$ cat src/rtl/pixel_writer_pkg.sv
// Shared constants and types for the pixel writer: screen geometry, entry layout
// and FSM state encoding.
package pixel_writer_pkg;

  localparam int SCREEN_W = 320;
  localparam int SCREEN_H = 240;
  localparam int COLOUR_W = 3;
  localparam int ADDR_W   = 17;
  localparam int X_W      = 9;
  localparam int Y_W      = 8;
  localparam int PIX_W    = X_W + Y_W + COLOUR_W;

  typedef enum logic [1:0] {
    IDLE  = 2'd0,
    WRITE = 2'd1,
    CLEAR = 2'd2
  } state_t;

  // Width of one queued {x, y, colour} entry for a given colour depth.
  function automatic int pix_w(input int cw);
    return X_W + Y_W + cw;
  endfunction

endpackage

$ cat src/rtl/pixel_writer_if.sv
// Frame-buffer write port: valid/ready handshake carrying address and colour.
interface pixel_writer_if
  import pixel_writer_pkg::*;
#(
  parameter int ADDR_W   = pixel_writer_pkg::ADDR_W,
  parameter int COLOUR_W = pixel_writer_pkg::COLOUR_W
);

  logic                mem_wren;
  logic [ADDR_W-1:0]   mem_addr;
  logic [COLOUR_W-1:0] mem_data;
  logic                mem_ready;

  modport master (
    output mem_wren,
    output mem_addr,
    output mem_data,
    input  mem_ready
  );

  modport slave (
    input  mem_wren,
    input  mem_addr,
    input  mem_data,
    output mem_ready
  );

endinterface

$ cat src/rtl/pixel_writer_fifo.sv
// Small synchronous FIFO for queued pixels; a pop and a push may share a cycle
// even when full, since the popped slot is the one being overwritten.
module pixel_fifo #(
  parameter int DEPTH = 4,
  parameter int WIDTH = 20
) (
  input  logic             clk,
  input  logic             srst,
  input  logic             push,
  input  logic             pop,
  input  logic [WIDTH-1:0] din,
  output logic [WIDTH-1:0] dout,
  output logic             full,
  output logic             empty,
  output logic [$clog2(DEPTH):0] count
);

  localparam int PTR_W = $clog2(DEPTH);
  localparam logic [PTR_W:0] DEPTH_C = (PTR_W + 1)'(DEPTH);

  logic [WIDTH-1:0] mem [DEPTH];
  logic [PTR_W-1:0] wr_ptr_reg;
  logic [PTR_W-1:0] rd_ptr_reg;
  logic [PTR_W:0]   count_reg;
  logic             do_push;
  logic             do_pop;

  assign full    = (count_reg == DEPTH_C);
  assign empty   = (count_reg == '0);
  assign count   = count_reg;
  assign dout    = mem[rd_ptr_reg];
  assign do_pop  = pop && !empty;
  assign do_push = push && (!full || do_pop);

  always_ff @(posedge clk) begin
    if (do_push) begin
      mem[wr_ptr_reg] <= din;
    end
  end

  // Power-of-two depth lets the pointers wrap by plain overflow.
  always_ff @(posedge clk) begin
    if (srst) begin
      wr_ptr_reg <= '0;
      rd_ptr_reg <= '0;
      count_reg  <= '0;
    end else begin
      if (do_push) wr_ptr_reg <= wr_ptr_reg + 1'b1;
      if (do_pop)  rd_ptr_reg <= rd_ptr_reg + 1'b1;
      case ({do_push, do_pop})
        2'b10:   count_reg <= count_reg + 1'b1;
        2'b01:   count_reg <= count_reg - 1'b1;
        default: count_reg <= count_reg;
      endcase
    end
  end

endmodule

$ cat src/rtl/pixel_writer.sv
// Queues plotted pixels, converts them to linear frame-buffer addresses and
// writes them out over a valid/ready port; also sweeps a full-screen clear.
module pixel_writer
  import pixel_writer_pkg::*;
#(
  parameter int FIFO_DEPTH = 4,
  parameter int SCREEN_W   = pixel_writer_pkg::SCREEN_W,
  parameter int SCREEN_H   = pixel_writer_pkg::SCREEN_H,
  parameter int COLOUR_W   = pixel_writer_pkg::COLOUR_W,
  parameter int ADDR_W     = pixel_writer_pkg::ADDR_W
) (
  input  logic                CLOCK_50,
  input  logic                reset,
  input  logic                plot,
  input  logic [8:0]          x,
  input  logic [7:0]          y,
  input  logic [COLOUR_W-1:0] colour,
  input  logic                clear_go,
  input  logic [COLOUR_W-1:0] clear_colour,
  pixel_writer_if.master      vmem,
  output logic                full,
  output logic                busy,
  output logic                clear_done,
  output logic                overflow,
  output logic                dropped
);

  localparam int ENTRY_W = pix_w(COLOUR_W);
  localparam int CNT_W   = $clog2(FIFO_DEPTH) + 1;
  localparam logic [ADDR_W-1:0] LAST_ADDR = ADDR_W'(SCREEN_W * SCREEN_H - 1);
  localparam logic [9:0] SW_C = 10'(SCREEN_W);
  localparam logic [8:0] SH_C = 9'(SCREEN_H);

  state_t state_reg, state_next;

  logic                wren_reg, wren_next;
  logic [ADDR_W-1:0]   addr_reg, addr_next;
  logic [COLOUR_W-1:0] data_reg, data_next;
  logic                clear_done_reg, clear_done_next;
  logic                clear_pending_reg;
  logic [COLOUR_W-1:0] clear_colour_reg;
  logic                overflow_reg;
  logic                dropped_reg;
  logic                clear_end;

  logic                on_screen;
  logic                fifo_push;
  logic                fifo_pop;
  logic [ENTRY_W-1:0]  fifo_dout;
  logic                fifo_full;
  logic                fifo_empty;
  logic [CNT_W-1:0]    fifo_count;
  logic [8:0]          head_x;
  logic [7:0]          head_y;
  logic [COLOUR_W-1:0] head_c;
  logic [ADDR_W-1:0]   head_addr;
  logic                accept;

  assign on_screen = ({1'b0, x} < SW_C) && ({1'b0, y} < SH_C);
  assign fifo_push = plot && on_screen && (!fifo_full || fifo_pop);
  assign accept    = wren_reg && vmem.mem_ready;

  pixel_fifo #(
    .DEPTH (FIFO_DEPTH),
    .WIDTH (ENTRY_W)
  ) u_fifo (
    .clk   (CLOCK_50),
    .srst  (reset),
    .push  (fifo_push),
    .pop   (fifo_pop),
    .din   ({x, y, colour}),
    .dout  (fifo_dout),
    .full  (fifo_full),
    .empty (fifo_empty),
    .count (fifo_count)
  );

  assign head_x = fifo_dout[ENTRY_W-1 -: 9];
  assign head_y = fifo_dout[COLOUR_W +: 8];
  assign head_c = fifo_dout[COLOUR_W-1:0];

  // 320 = 256 + 64, so the default geometry needs only two shifts and adds.
  if (SCREEN_W == 320) begin : g_addr_shift
    assign head_addr = (ADDR_W'(head_y) << 8) + (ADDR_W'(head_y) << 6) + ADDR_W'(head_x);
  end else begin : g_addr_mul
    assign head_addr = ADDR_W'(head_y) * ADDR_W'(SCREEN_W) + ADDR_W'(head_x);
  end

  always_ff @(posedge CLOCK_50) begin
    if (reset) state_reg <= IDLE;
    else       state_reg <= state_next;
  end

  always_comb begin
    state_next = state_reg;
    case (state_reg)
      IDLE: begin
        if (clear_pending_reg && fifo_empty) state_next = CLEAR;
        else if (!fifo_empty)                state_next = WRITE;
      end
      WRITE: begin
        if (accept && (fifo_empty || clear_pending_reg)) state_next = IDLE;
      end
      CLEAR: begin
        if (accept && addr_reg == LAST_ADDR) state_next = IDLE;
      end
      default: state_next = IDLE;
    endcase
  end

  always_comb begin
    fifo_pop        = 1'b0;
    wren_next       = wren_reg;
    addr_next       = addr_reg;
    data_next       = data_reg;
    clear_done_next = 1'b0;
    clear_end       = 1'b0;
    case (state_reg)
      IDLE: begin
        if (clear_pending_reg && fifo_empty) begin
          wren_next = 1'b1;
          addr_next = '0;
          data_next = clear_colour_reg;
        end else if (!fifo_empty) begin
          fifo_pop  = 1'b1;
          wren_next = 1'b1;
          addr_next = head_addr;
          data_next = head_c;
        end
      end
      WRITE: begin
        if (accept) begin
          // Chain straight into the next pixel unless a clear must go first.
          if (!fifo_empty && !clear_pending_reg) begin
            fifo_pop  = 1'b1;
            addr_next = head_addr;
            data_next = head_c;
          end else begin
            wren_next = 1'b0;
          end
        end
      end
      CLEAR: begin
        if (accept) begin
          if (addr_reg == LAST_ADDR) begin
            wren_next       = 1'b0;
            clear_done_next = 1'b1;
            clear_end       = 1'b1;
          end else begin
            addr_next = addr_reg + 1'b1;
          end
        end
      end
      default: wren_next = 1'b0;
    endcase
  end

  always_ff @(posedge CLOCK_50) begin
    if (reset) begin
      wren_reg       <= 1'b0;
      addr_reg       <= '0;
      data_reg       <= '0;
      clear_done_reg <= 1'b0;
    end else begin
      wren_reg       <= wren_next;
      addr_reg       <= addr_next;
      data_reg       <= data_next;
      clear_done_reg <= clear_done_next;
    end
  end

  // The pending flag stays set through the sweep, so repeat requests are ignored.
  always_ff @(posedge CLOCK_50) begin
    if (reset) begin
      clear_pending_reg <= 1'b0;
      clear_colour_reg  <= '0;
    end else if (clear_end) begin
      clear_pending_reg <= 1'b0;
    end else if (clear_go && !clear_pending_reg) begin
      clear_pending_reg <= 1'b1;
      clear_colour_reg  <= clear_colour;
    end
  end

  always_ff @(posedge CLOCK_50) begin
    if (reset) begin
      overflow_reg <= 1'b0;
      dropped_reg  <= 1'b0;
    end else begin
      if (plot && !on_screen)                          dropped_reg  <= 1'b1;
      if (plot && on_screen && fifo_full && !fifo_pop) overflow_reg <= 1'b1;
    end
  end

  assign vmem.mem_wren = wren_reg;
  assign vmem.mem_addr = addr_reg;
  assign vmem.mem_data = data_reg;
  assign full          = (fifo_count == CNT_W'(FIFO_DEPTH));
  assign busy          = !fifo_empty || wren_reg || clear_pending_reg || (state_reg != IDLE);
  assign clear_done    = clear_done_reg;
  assign overflow      = overflow_reg;
  assign dropped       = dropped_reg;

endmodule

$ cat src/flat_wrapper.sv
// flat-port wrapper written by rule: the top's interface ports become plain ports
module pixel_writer_flat import pixel_writer_pkg::*;
#(
  parameter int FIFO_DEPTH = 4,
  parameter int SCREEN_W   = pixel_writer_pkg::SCREEN_W,
  parameter int SCREEN_H   = pixel_writer_pkg::SCREEN_H,
  parameter int COLOUR_W   = pixel_writer_pkg::COLOUR_W,
  parameter int ADDR_W     = pixel_writer_pkg::ADDR_W
)
  (CLOCK_50, reset, plot, x, y, colour, clear_go, clear_colour, full, busy, clear_done, overflow, dropped, vmem_mem_wren, vmem_mem_addr, vmem_mem_data, vmem_mem_ready);
  pixel_writer_if #(.ADDR_W(ADDR_W), .COLOUR_W(COLOUR_W)) vmem_i ();
  input  logic CLOCK_50;
  input  logic reset;
  input  logic plot;
  input  logic [8:0] x;
  input  logic [7:0] y;
  input  logic [COLOUR_W-1:0] colour;
  input  logic clear_go;
  input  logic [COLOUR_W-1:0] clear_colour;
  output logic full;
  output logic busy;
  output logic clear_done;
  output logic overflow;
  output logic dropped;
  output wire logic [$bits(vmem_i.mem_wren)-1:0] vmem_mem_wren;
  output wire logic [$bits(vmem_i.mem_addr)-1:0] vmem_mem_addr;
  output wire logic [$bits(vmem_i.mem_data)-1:0] vmem_mem_data;
  input wire logic [$bits(vmem_i.mem_ready)-1:0] vmem_mem_ready;
  assign vmem_mem_wren = vmem_i.mem_wren;
  assign vmem_mem_addr = vmem_i.mem_addr;
  assign vmem_mem_data = vmem_i.mem_data;
  assign vmem_i.mem_ready = vmem_mem_ready;
  pixel_writer #(.FIFO_DEPTH(FIFO_DEPTH), .SCREEN_W(SCREEN_W), .SCREEN_H(SCREEN_H), .COLOUR_W(COLOUR_W), .ADDR_W(ADDR_W)) u_core (.CLOCK_50(CLOCK_50), .reset(reset), .plot(plot), .x(x), .y(y), .colour(colour), .clear_go(clear_go), .clear_colour(clear_colour), .vmem(vmem_i), .full(full), .busy(busy), .clear_done(clear_done), .overflow(overflow), .dropped(dropped));
endmodule
$ cat config.mk
export PLATFORM = sky130hd
export DESIGN_NAME = pixel_writer_flat
export DESIGN_NICKNAME = d
export VERILOG_FILES = /design/src/rtl/pixel_writer_pkg.sv /design/src/rtl/pixel_writer_if.sv /design/src/rtl/pixel_writer_fifo.sv /design/src/rtl/pixel_writer.sv /design/src/flat_wrapper.sv
export SDC_FILE = /design/constraint.sdc
export NUM_CORES = 1
export LEC_CHECK = 0
export CORE_MARGIN = 2
export CORE_UTILIZATION = 30
export CTS_CLUSTER_SIZE = 14
export DETAILED_ROUTE_END_ITERATION = 10
export PLACE_DENSITY = 0.5
export SETUP_SLACK_MARGIN = 0.1
export SLEW_MARGIN = 20
export SYNTH_ARGS = -nofsm -noshare
export SYNTH_HDL_FRONTEND = slang
export SYNTH_SLANG_ARGS = --single-unit
$ cat constraint.sdc
create_clock -name CLOCK_50 -period 4 [get_ports CLOCK_50]
set_input_delay 0.4 -clock CLOCK_50 [delete_from_list [all_inputs] [get_ports CLOCK_50]]
set_output_delay 0.4 -clock CLOCK_50 [all_outputs]
set_load 0.03 [all_outputs]
==> results of run 1 <==
[worst reg2reg max path, stage by stage (launching register included)]
cell and delay [ns]:
sky130_fd_sc_hd__dfxtp_1 0.30, sky130_fd_sc_hd__buf_4 0.37, sky130_fd_sc_hd__mux4_2 0.59, sky130_fd_sc_hd__inv_1 0.09
sky130_fd_sc_hd__fa_1 0.46, sky130_fd_sc_hd__fa_1 0.48, sky130_fd_sc_hd__nor2b_1 0.18, sky130_fd_sc_hd__o2111ai_1 0.18
sky130_fd_sc_hd__and4_1 0.24, sky130_fd_sc_hd__o2111ai_1 0.18, sky130_fd_sc_hd__nand3_1 0.10
[layout by cell type (no fill, tap or decap), types with 3 or more instances in the layout]
cell / Yosys / final
sky130_fd_sc_hd__edfxtp_1: 80 / 80
sky130_fd_sc_hd__clkdlybuf4s50_1: 0 / 53
sky130_fd_sc_hd__dfxtp_1: 39 / 39
sky130_fd_sc_hd__nor2_1: 30 / 30
sky130_fd_sc_hd__a21oi_1: 28 / 28
sky130_fd_sc_hd__ha_1: 25 / 25
sky130_fd_sc_hd__inv_1: 24 / 24
sky130_fd_sc_hd__mux4_2: 20 / 20
sky130_fd_sc_hd__nand2_1: 17 / 17
sky130_fd_sc_hd__clkbuf_16: 0 / 17
sky130_fd_sc_hd__nand3_1: 15 / 15
sky130_fd_sc_hd__o21ai_0: 10 / 10
sky130_fd_sc_hd__nor3_1: 9 / 9
sky130_fd_sc_hd__and2_1: 9 / 9
sky130_fd_sc_hd__a31oi_1: 9 / 9
sky130_fd_sc_hd__a211oi_1: 8 / 8
sky130_fd_sc_hd__and3_1: 7 / 7
sky130_fd_sc_hd__xor2_1: 7 / 7
sky130_fd_sc_hd__buf_4: 0 / 7
sky130_fd_sc_hd__or3_1: 6 / 6
sky130_fd_sc_hd__nand4_1: 5 / 5
sky130_fd_sc_hd__mux2i_1: 5 / 5
sky130_fd_sc_hd__xnor2_1: 5 / 5
sky130_fd_sc_hd__a21o_1: 4 / 4
sky130_fd_sc_hd__nor4_1: 4 / 4
sky130_fd_sc_hd__o31ai_1: 4 / 4
sky130_fd_sc_hd__a22oi_1: 4 / 4
sky130_fd_sc_hd__o2111ai_1: 4 / 4
sky130_fd_sc_hd__clkinv_4: 0 / 4
sky130_fd_sc_hd__nand4b_1: 3 / 3
sky130_fd_sc_hd__a311oi_1: 3 / 3
sky130_fd_sc_hd__o311ai_1: 3 / 3
sky130_fd_sc_hd__fa_1: 3 / 3
sky130_fd_sc_hd__clkinv_2: 0 / 3
sky130_fd_sc_hd__inv_6: 0 / 3
[synthesized netlist by cell type, types with 7 or more instances]
library cell	n	area share, %
sky130_fd_sc_hd__and2_1	9	0.99
sky130_fd_sc_hd__and3_1	7	0.77
sky130_fd_sc_hd__ha_1	25	5.5
sky130_fd_sc_hd__inv_1	24	1.6
sky130_fd_sc_hd__mux4_2	20	7.9
sky130_fd_sc_hd__xor2_1	7	1.1
sky130_fd_sc_hd__clkbuf_1	9	0.59
sky130_fd_sc_hd__a211oi_1	8	1.1
sky130_fd_sc_hd__o21ai_0	10	0.88
sky130_fd_sc_hd__a21oi_1	28	2.5
sky130_fd_sc_hd__nand3_1	15	1.3
sky130_fd_sc_hd__nand2_1	17	1.1
sky130_fd_sc_hd__dfxtp_1	39	14
sky130_fd_sc_hd__nor2_1	30	2.0
sky130_fd_sc_hd__nor3_1	9	0.79
sky130_fd_sc_hd__a31oi_1	9	0.99
sky130_fd_sc_hd__edfxtp_1	80	42
[cells by family (layout without fill, tap and decap cells)]
kind of cell	Yosys count	in the layout	share of synthesized area, %
AND/OR/NAND/NOR	123	123	11.9
flip-flops	119	119	55.9
AO/OA/AOI/OAI	96	96	11.3
buffers and inverters	44	116	3.52
adder cells (fa/ha/maj)	28	28	6.55
multiplexers	26	26	8.99
XOR/XNOR	12	12	1.85
[final cells by class]
type,instances,area (um^2)
multi-input combinational,285,2310
inverter,24,90.1
clock inverter,15,151
sequential,119,3180
clock buffer,17,425
tap,234,293
timing repair buffer,60,583
fill,1788,11600
[power breakdown]
| part | internal [mW] | switching (mW) | total [mW] |
|---|---|---|---|
| Sequential | 1.47 | 0.157 | 1.62 |
| Clock | 0.916 | 0.565 | 1.48 |
| Combinational | 0.824 | 1.12 | 1.95 |
[through the flow]
step                      total power, mW  setup WS [ns]  util [%]
final                                5.05          0.697      37.7
after CTS                            5.11          0.632      37.7
after detailed placement             3.61          0.645      34.7
after floorplan                      3.06          0.645         -
after global routing                 5.40          0.382      37.7
after global placement               3.58          0.738      34.7
[metal layers]
layer	share of wire [%]	wire [um]	global-route usage, %
met3	3.6	477	3.10
met2	50	6690	22.9
met5	0	0	0
met4	1.5	203	5.53
met1	45	6050	18.5
[worst max-delay path by stage]
stage	startpoint	end
3_3_place_gp	flip-flop	u_core.vmem.mem_addr[13]
4_1_cts	flip-flop	u_core.vmem.mem_addr[13]
2_1_floorplan	flip-flop	u_core.vmem.mem_addr[13]
3_5_place_dp	flip-flop	u_core.vmem.mem_addr[13]
5_1_grt	flip-flop	u_core.vmem.mem_addr[13]
6_report	flip-flop	u_core.vmem.mem_addr[13]
==> results.md, run 1 <==
### Finish
- flip-flop count of the largest register, all copies and words added: 80
- area growth from synthesis to final layout: 23.6%
- share of final-layout standard cells stronger than drive strength 1: 13.1%
- largest register by flop count: u_core.u_fifo.mem
- post-layout instance count excluding filler cells: 754
- number of nets in the finished design: 563
- # diodes: 0
- cell area after layout: 7040 um^2

### Setup path
- terminus of the critical flop-to-flop path: u_core.vmem.mem_addr[13]
- endpoint arrival time on the critical path: 3.59 ns
- worst endpoint required time: 4.28 ns
- cell family with the largest share of critical-path delay: adder cells
- worst reg-to-reg path cell count: 10
- delay of the slowest cell on the worst path: 0.59 ns
- critical path class: flip-flop to flip-flop
- cell breakdown of the critical path: buf_4 -> mux4_2 -> inv_1 -> fa_1 -> fa_1 -> nor2b_1 -> o2111ai_1 -> and4_1 -> o2111ai_1 -> nand3_1
- worst setup slack for register-to-register paths: 0.70 ns
- buffer and inverter count on the worst path: 2
- Worst path depth: 10
- startpoint class of the critical path: flip-flop
- Slowest cell on crit path: sky130_fd_sc_hd__mux4_2
- endpoint kind of the worst setup timing path: flip-flop
- highest net fanout along the worst path: 20

### Routing
- Total Routed Length: 13400 um
- vias post-DR: 3877
- Vias per Instance: 5.14
- DRC violation count after routing: 0
- drt first-iter violations: 210
- first-pass iteration count of the detailed router: 4
- drt wl/cell: 17.8 um
- number of nets still failing antenna checks after routing: 0

### Global routing
- via count of the first global-routing pass: 3929
- gr ovfl total: 0
- wire length of the first global-routing pass: 21300 um
- pin count of the biggest net entering global routing: 22
- antenna violations before repair: 0
- GRT Resource Usage Total: 14.1%

### Floorplanning
- Vert. Die Dim: 142 um
- site row count: 50
- area enclosed by the die boundary: 20100 um^2
- Core ar.: 18600 um^2
- Ports: 54
- die outline width: 142 um
- initial cell density of the core: 30.5%

### Logic synthesis
- count of unique library cells instantiated by Yosys: 62
- synthesized netlist cell count: 448
- number of storage elements in the synthesis netlist: 119
- Syn. warnings: 0
- post-synthesis area per instance: 12.7 um^2
- cell area after synthesis: 5690 um^2
- Mapped Nets: 504
- async set-or-reset flop fraction in the synthesized netlist: 0%
- number of enable flip-flop cells after synthesis: 80
- sequential element share of the synthesized area: 55.9%
- most used flip-flop cell after synthesis: sky130_fd_sc_hd__edfxtp_1

### Clock tree
- clock network latency to the later pin of the worst-skew pair: 0.41 ns
- TritonCTS clock tree: done
- CTS clock-pin slew for the worst setup and hold paths: 0.06 ns
- TritonCTS buffer count: 17
- CTS Hold Bufs: 0
- CTS Root Cell: sky130_fd_sc_hd__clkbuf_16
- PostCTS Resize Cnt: 0
- setup fix buffers added after clock tree synthesis: 0
- clk buf depth: 2
- Num Clock Sinks: 119
- H-tree lvl count: 4

### Hold path
- worst min path class: flip-flop to flip-flop
- Hold Startpoint: u_core.overflow
- WHS Endpoint: u_core.overflow
- Hold Path Depth: 2

### Timing
- share of the cycle needed by the critical path after routing: 82.6%
- worst hold slack after final layout: 0.471 ns
- total count of max-transition violations in the final report: 0
- unrepaired setup endpoints after global routing: no
- hold violation total from the final report: 0
- Slew HR: 39.9%
- peak clock frequency supported by timing: 303 MHz
- final critical path time including I/O delays and setup: 3.30 ns
- worst-margin pin slew: 0.899 ns
- Setup TNS: 0 ns
- Final setup violation count: 0
- Fin Clk Skew: 0.00885 ns

### Placed design
- number of port buffers: 53
- Post-Place Cells: 722
- RePlAce Congestion: 0.749
- DP HPWL: 9280 um
- Cell Area, Placed: 6460 um^2

### Power
- power density over the cells: 718 nW/um^2
- peak supply drop: 321 uV
- standby leakage power: 2.47 nW

### Status
- result of the run: finished, final reports clean

### Job
- count of max-cap constraint violations: 0

No activity file was read; power rests on OpenSTA's default activity.
==> inputs of run 2 (changes only) <==
Clock period 4 ns to 3.3 ns, I/O delays scaled along.
==> run 2 against run 1 <==
Count of clock-buffer cells in the layout grew 5. Flip-flop and latch count is the same. Critical path depth is the same. Non-clock buffer count grew 7. Via count grew 2.5%. Die area is the same. Final cell count grew 0.93%. Combinational power grew 25%. Highest routed layer unchanged.
==> results.md, run 2 (same netlist as run 1, synthesis figures left out) <==
### Placed design
- DP HPWL: 9310 um
- worst setup timing slack at the placement stage: 0.242 ns
- number of port buffers: 53
- RePlAce Congestion: 0.815

### Setup path
- endpoint arrival time on the critical path: 3.29 ns
- cell breakdown of the critical path: buf_4 -> mux4_2 -> inv_1 -> fa_1 -> fa_1 -> nor2b_2 -> o2111ai_2 -> and4_1 -> o2111ai_1 -> nand3_1
- worst endpoint required time: 3.59 ns
- startpoint class of the critical path: flip-flop
- highest net fanout along the worst path: 6
- critical path class: flip-flop to flip-flop
- delay of the slowest cell on the worst path: 0.53 ns
- endpoint kind of the worst setup timing path: flip-flop
- cell repeated most along the worst path: sky130_fd_sc_hd__fa_1
- worst reg-to-reg path cell count: 10
- Slowest cell on crit path: sky130_fd_sc_hd__mux4_2

### Routing
- number of nets still failing antenna checks after routing: 0
- vias post-DR: 3973
- Total Routed Length: 13300 um
- first-pass iteration count of the detailed router: 5
- DRC violation count after routing: 0
- drt first-iter violations: 238
- Vias per Instance: 5.22
- drt wl/cell: 17.5 um

### Global routing
- met2 Usage GRT: 22.8%
- GRT Resource Usage Total: 14.1%
- wire length of the first global-routing pass: 21800 um
- met1 Resource Use GR: 18.5%
- antenna violations before repair: 0
- met3 Usage GRT: 2.94%
- most used routing layer: met2
- pin count of the biggest net entering global routing: 21
- gr ovfl total: 0
- via count of the first global-routing pass: 3989

### Hold path
- Hold Path Depth: 2
- Hold Startpoint: u_core.overflow
- worst min path class: flip-flop to flip-flop

### Finish
- # diodes: 0
- area growth from synthesis to final layout: 25.2%
- largest register by flop count: u_core.u_fifo.mem
- share of final-layout standard cells stronger than drive strength 1: 14.8%
- flip-flop count of the largest register, all copies and words added: 80
- number of nets in the finished design: 570
- Storage cell area: 3180 um^2
- combined area of the multi-input logic cells: 2320 um^2
- Fill cells: 1797
- most common cell after layout, fill and taps aside: sky130_fd_sc_hd__edfxtp_1
- most frequent cells in the layout: sky130_fd_sc_hd__edfxtp_1 (80), sky130_fd_sc_hd__clkdlybuf4s50_1 (53), sky130_fd_sc_hd__dfxtp_1 (39)

### Floorplanning
- Vert. Die Dim: 142 um
- area enclosed by the die boundary: 20100 um^2
- initial cell density of the core: 30.5%
- site row count: 50
- die outline width: 142 um
- Ports: 54
- Core ar.: 18600 um^2

### Timing
- Fin Clk Skew: 0.0110 ns
- final critical path time including I/O delays and setup: 3.00 ns
- unrepaired setup endpoints after global routing: yes
- final critical-path setup slack: 0.300 ns
- Final setup violation count: 0
- worst-margin pin slew: 0.738 ns
- Slew HR: 50.6%
- total count of max-transition violations in the final report: 0
- worst hold slack after final layout: 0.470 ns
- Setup TNS: 0 ns
- share of the cycle needed by the critical path after routing: 90.9%
- hold violation total from the final report: 0
- peak clock frequency supported by timing: 333 MHz

### Clock tree
- CTS Root Cell: sky130_fd_sc_hd__clkbuf_16
- clk buf depth: 2
- CTS Hold Bufs: 0
- CTS clock-pin slew for the worst setup and hold paths: 0.06 ns
- setup fix buffers added after clock tree synthesis: 0
- TritonCTS clock tree: done
- Num Clock Sinks: 119
- clock network latency to the later pin of the worst-skew pair: 0.41 ns
- TritonCTS buffer count: 17
- H-tree lvl count: 4

### Power
- peak supply drop: 371 uV
- standby leakage power: 2.51 nW
- power density over the cells: 874 nW/um^2

### Status
- result of the run: finished, final reports clean

### Job
- count of max-cap constraint violations: 0

## run 2: changes by cell type in the layout (fill, tap and decap cells not counted), sizes merged
cell and change:
buf +7, clkbuf +5, clkinvlp +3, inv -1, clkinv -7
## run 2: report_power, final
part	switching (mW)	internal (mW)	leakage, nW
clock network	0.653	1.19	0.285
registers	0.181	1.78	1.05
logic	1.39	1.04	1.18
## run 2: through the flow
step                      utilization [%]  std cells  cell area [um^2]  power (mW)
after floorplan                         -        448              5700        3.71
after global placement               34.9        729              6510        4.38
after detailed placement             34.9        729              6510        4.40
after CTS                            38.2        761              7110        6.27
after global routing                 38.2        761              7130        6.64
final                                38.2        761              7130        6.23
## run 2: worst paths after layout
kind | to | slack (ns)
worst max register to register | u_core.vmem.mem_addr[13] | 0.30
worst max-delay path | u_core.vmem.mem_addr[13] | 0.30
worst min-delay path | u_core.overflow | 0.47
worst min register to register | u_core.overflow | 0.47
## run 2: what timing repair did
item	4_1_cts	5_1_grt
gates resized for setup	0	3
endpoints found under the hold margin	0	0
setup endpoints to repair	0	2
## run 2: cell type report
class                      instances  share of cell area (%)
clock inverter                    10                    1.65
tap                              234                    4.11
sequential                       119                    44.7
timing repair buffer              67                    8.97
inverter                          24                    1.26
multi-input combinational        285                    32.5
clock buffer                      22                    6.79
## run 2: routing by layer
layer | share of wire, % | vias to the layer above
met5 | 0 | -
met4 | 1.5 | 0
met3 | 3.2 | 19
met2 | 50 | 106
met1 | 46 | 1976
li1 | - | 1872
## run 2: worst max-delay path: cells and delay by family, from the launching register on
family	cells	cell delay (ns)
buffers and inverters	2	0.28
adder cells (fa/ha/maj)	2	0.93
AO/OA/AOI/OAI	2	0.34
multiplexers	1	0.53
flip-flops	1	0.33
AND/OR/NAND/NOR	3	0.47
==> inputs of run 3 (changes only) <==
Settings changed: CORE_UTILIZATION 30 to 57, PLACE_DENSITY 0.5 to 0.82.
==> run 3 against run 2 <==
Flip-flop and latch count is the same. Count of clock-buffer cells in the layout decreased by 5. Register-to-register slack got worse by 0.07 ns. Sequential share of layout area increased by 1.1 points. Routed wire length decreased by 3.1%. Maximum frequency fell by 2.4%. Final cell count shrank 14%. Power decreased by 0.44%. Sequential power about the same. Combinational power rose by 3%. First-iteration DRC count increased by 53%. Clock skew about the same.
==> results.md, run 3 (same netlist as run 1, synthesis figures left out) <==
### Timing
- final critical path time including I/O delays and setup: 3.07 ns
- Fin Clk Skew: 0.0107 ns
- unrepaired setup endpoints after global routing: yes
- total count of max-transition violations in the final report: 0
- Slew HR: 52.1%
- worst-margin pin slew: 0.718 ns
- share of the cycle needed by the critical path after routing: 93.1%
- peak clock frequency supported by timing: 325 MHz
- Setup TNS: 0 ns
- hold violation total from the final report: 0
- Final setup violation count: 0

### Floorplanning
- Core ar.: 9730 um^2
- Vert. Die Dim: 104 um
- die outline width: 104 um
- site row count: 36
- area enclosed by the die boundary: 10800 um^2
- initial cell density of the core: 58.5%
- Ports: 54

### Finish
- flip-flop count of the largest register, all copies and words added: 80
- most frequent cells in the layout: sky130_fd_sc_hd__edfxtp_1 (80), sky130_fd_sc_hd__clkdlybuf4s50_1 (53), sky130_fd_sc_hd__dfxtp_1 (39)
- post-layout instance count excluding filler cells: 657
- area growth from synthesis to final layout: 22.1%
- most common cell after layout, fill and taps aside: sky130_fd_sc_hd__edfxtp_1
- # diodes: 0
- share of final-layout standard cells stronger than drive strength 1: 14.9%
- number of nets in the finished design: 568
- Fill cells: 653
- post-layout utilization of the core: 71.4%
- largest register by flop count: u_core.u_fifo.mem

### Clock tree
- Num Clock Sinks: 119
- H-tree lvl count: 4
- TritonCTS clock tree: done
- TritonCTS buffer count: 17
- CTS Root Cell: sky130_fd_sc_hd__clkbuf_8
- clk buf depth: 2
- setup fix buffers added after clock tree synthesis: 0
- CTS clock-pin slew for the worst setup and hold paths: 0.06 ns
- CTS Hold Bufs: 0
- PostCTS Resize Cnt: 0
- clock network latency to the later pin of the worst-skew pair: 0.52 ns

### Status
- result of the run: finished, final reports clean

### Placed design
- DP HPWL: 8350 um
- RePlAce Congestion: 0.890
- number of port buffers: 53
- Post-Place Cells: 626

### Setup path
- endpoint kind of the worst setup timing path: flip-flop
- worst reg-to-reg path cell count: 10
- highest net fanout along the worst path: 7
- endpoint arrival time on the critical path: 3.46 ns
- worst endpoint required time: 3.69 ns
- critical path class: flip-flop to flip-flop
- startpoint class of the critical path: flip-flop

### Routing
- vias post-DR: 4131
- drt wl/cell: 19.7 um
- Vias per Instance: 6.29
- Total Routed Length: 12900 um
- number of nets still failing antenna checks after routing: 0
- drt first-iter violations: 364
- DRC violation count after routing: 0
- first-pass iteration count of the detailed router: 5

### Power
- power density over the cells: 893 nW/um^2
- standby leakage power: 2.48 nW
- peak supply drop: 490 uV

### Global routing
- wire length of the first global-routing pass: 20500 um
- gr ovfl total: 0
- antenna violations before repair: 0
- pin count of the biggest net entering global routing: 21
- GRT Resource Usage Total: 24.3%
- via count of the first global-routing pass: 4088

### Hold path
- Hold Path Depth: 3
- worst min path class: input pin to flip-flop

### Job
- count of max-cap constraint violations: 0

run 3: cell types whose count changed in the layout (fill, tap and decap cells not counted), moves of 2 or more:
cell and delta:
sky130_fd_sc_hd__buf_4 -3, sky130_fd_sc_hd__inv_8 +2, sky130_fd_sc_hd__inv_6 +4, sky130_fd_sc_hd__clkbuf_8 -3
run 3: final timing paths:
path                                         startpoint                         end  slack, ns
worst max register to register                flip-flop    u_core.vmem.mem_addr[13]       0.23
worst max-delay path                          flip-flop    u_core.vmem.mem_addr[13]       0.23
worst min-delay path                    clear_colour[2]  u_core.clear_colour_reg[2]       0.43
worst min register to register  u_core.vmem.mem_data[2]     u_core.vmem.mem_data[2]       0.50
run 3: final cells by class:
cell class                 count  area [um^2]  area share [%]
inverter                      24         90.1            1.30
multi-input combinational    285         2330            33.5
timing repair buffer          65          628            9.04
clock inverter                14          140            2.02
tap                          133          166            2.39
clock buffer                  17          414            5.96
sequential                   119         3180            45.8
run 3: critical path: stages (launching register included):
cell                        delay, ns
sky130_fd_sc_hd__dfxtp_1         0.36
sky130_fd_sc_hd__buf_6           0.17
sky130_fd_sc_hd__mux4_2          0.53
sky130_fd_sc_hd__inv_1           0.10
sky130_fd_sc_hd__fa_1            0.48
sky130_fd_sc_hd__fa_2            0.43
sky130_fd_sc_hd__nor2b_2         0.18
sky130_fd_sc_hd__o2111ai_2       0.16
sky130_fd_sc_hd__and4_1          0.25
sky130_fd_sc_hd__o2111ai_1       0.20
sky130_fd_sc_hd__nand3_1         0.09
run 3: layer usage:
metal,vias to the layer above,GRT usage [%],part of all wire [%]
li1,1868,-,-
met1,2028,31.1,42
met2,210,40.1,50
met3,25,5.08,6.3
met4,0,10.6,1.9
met5,-,0,0
run 3: through the flow:
| stage | power [mW] | hold slack, ns | area [um^2] | setup slack [ns] |
|---|---|---|---|---|
| after CTS | 6.13 | 0.420 | 6930 | 0.123 |
| after global placement | 4.26 | 0.456 | 6370 | 0.317 |
| final | 6.20 | 0.435 | 6950 | 0.227 |
| after detailed placement | 4.36 | 0.485 | 6370 | 0.206 |
| after global routing | 6.53 | 0.423 | 6950 | 0.0538 |
| after floorplan | 3.71 | 0.429 | 5700 | 0.135 |
run 3: report_power, final:
part | switching [mW] | internal (mW) | leakage, nW
clock network | 0.708 | 1.01 | 0.262
logic | 1.45 | 1.06 | 1.17
registers | 0.193 | 1.78 | 1.05
total | 2.36 | 3.85 | 2.48
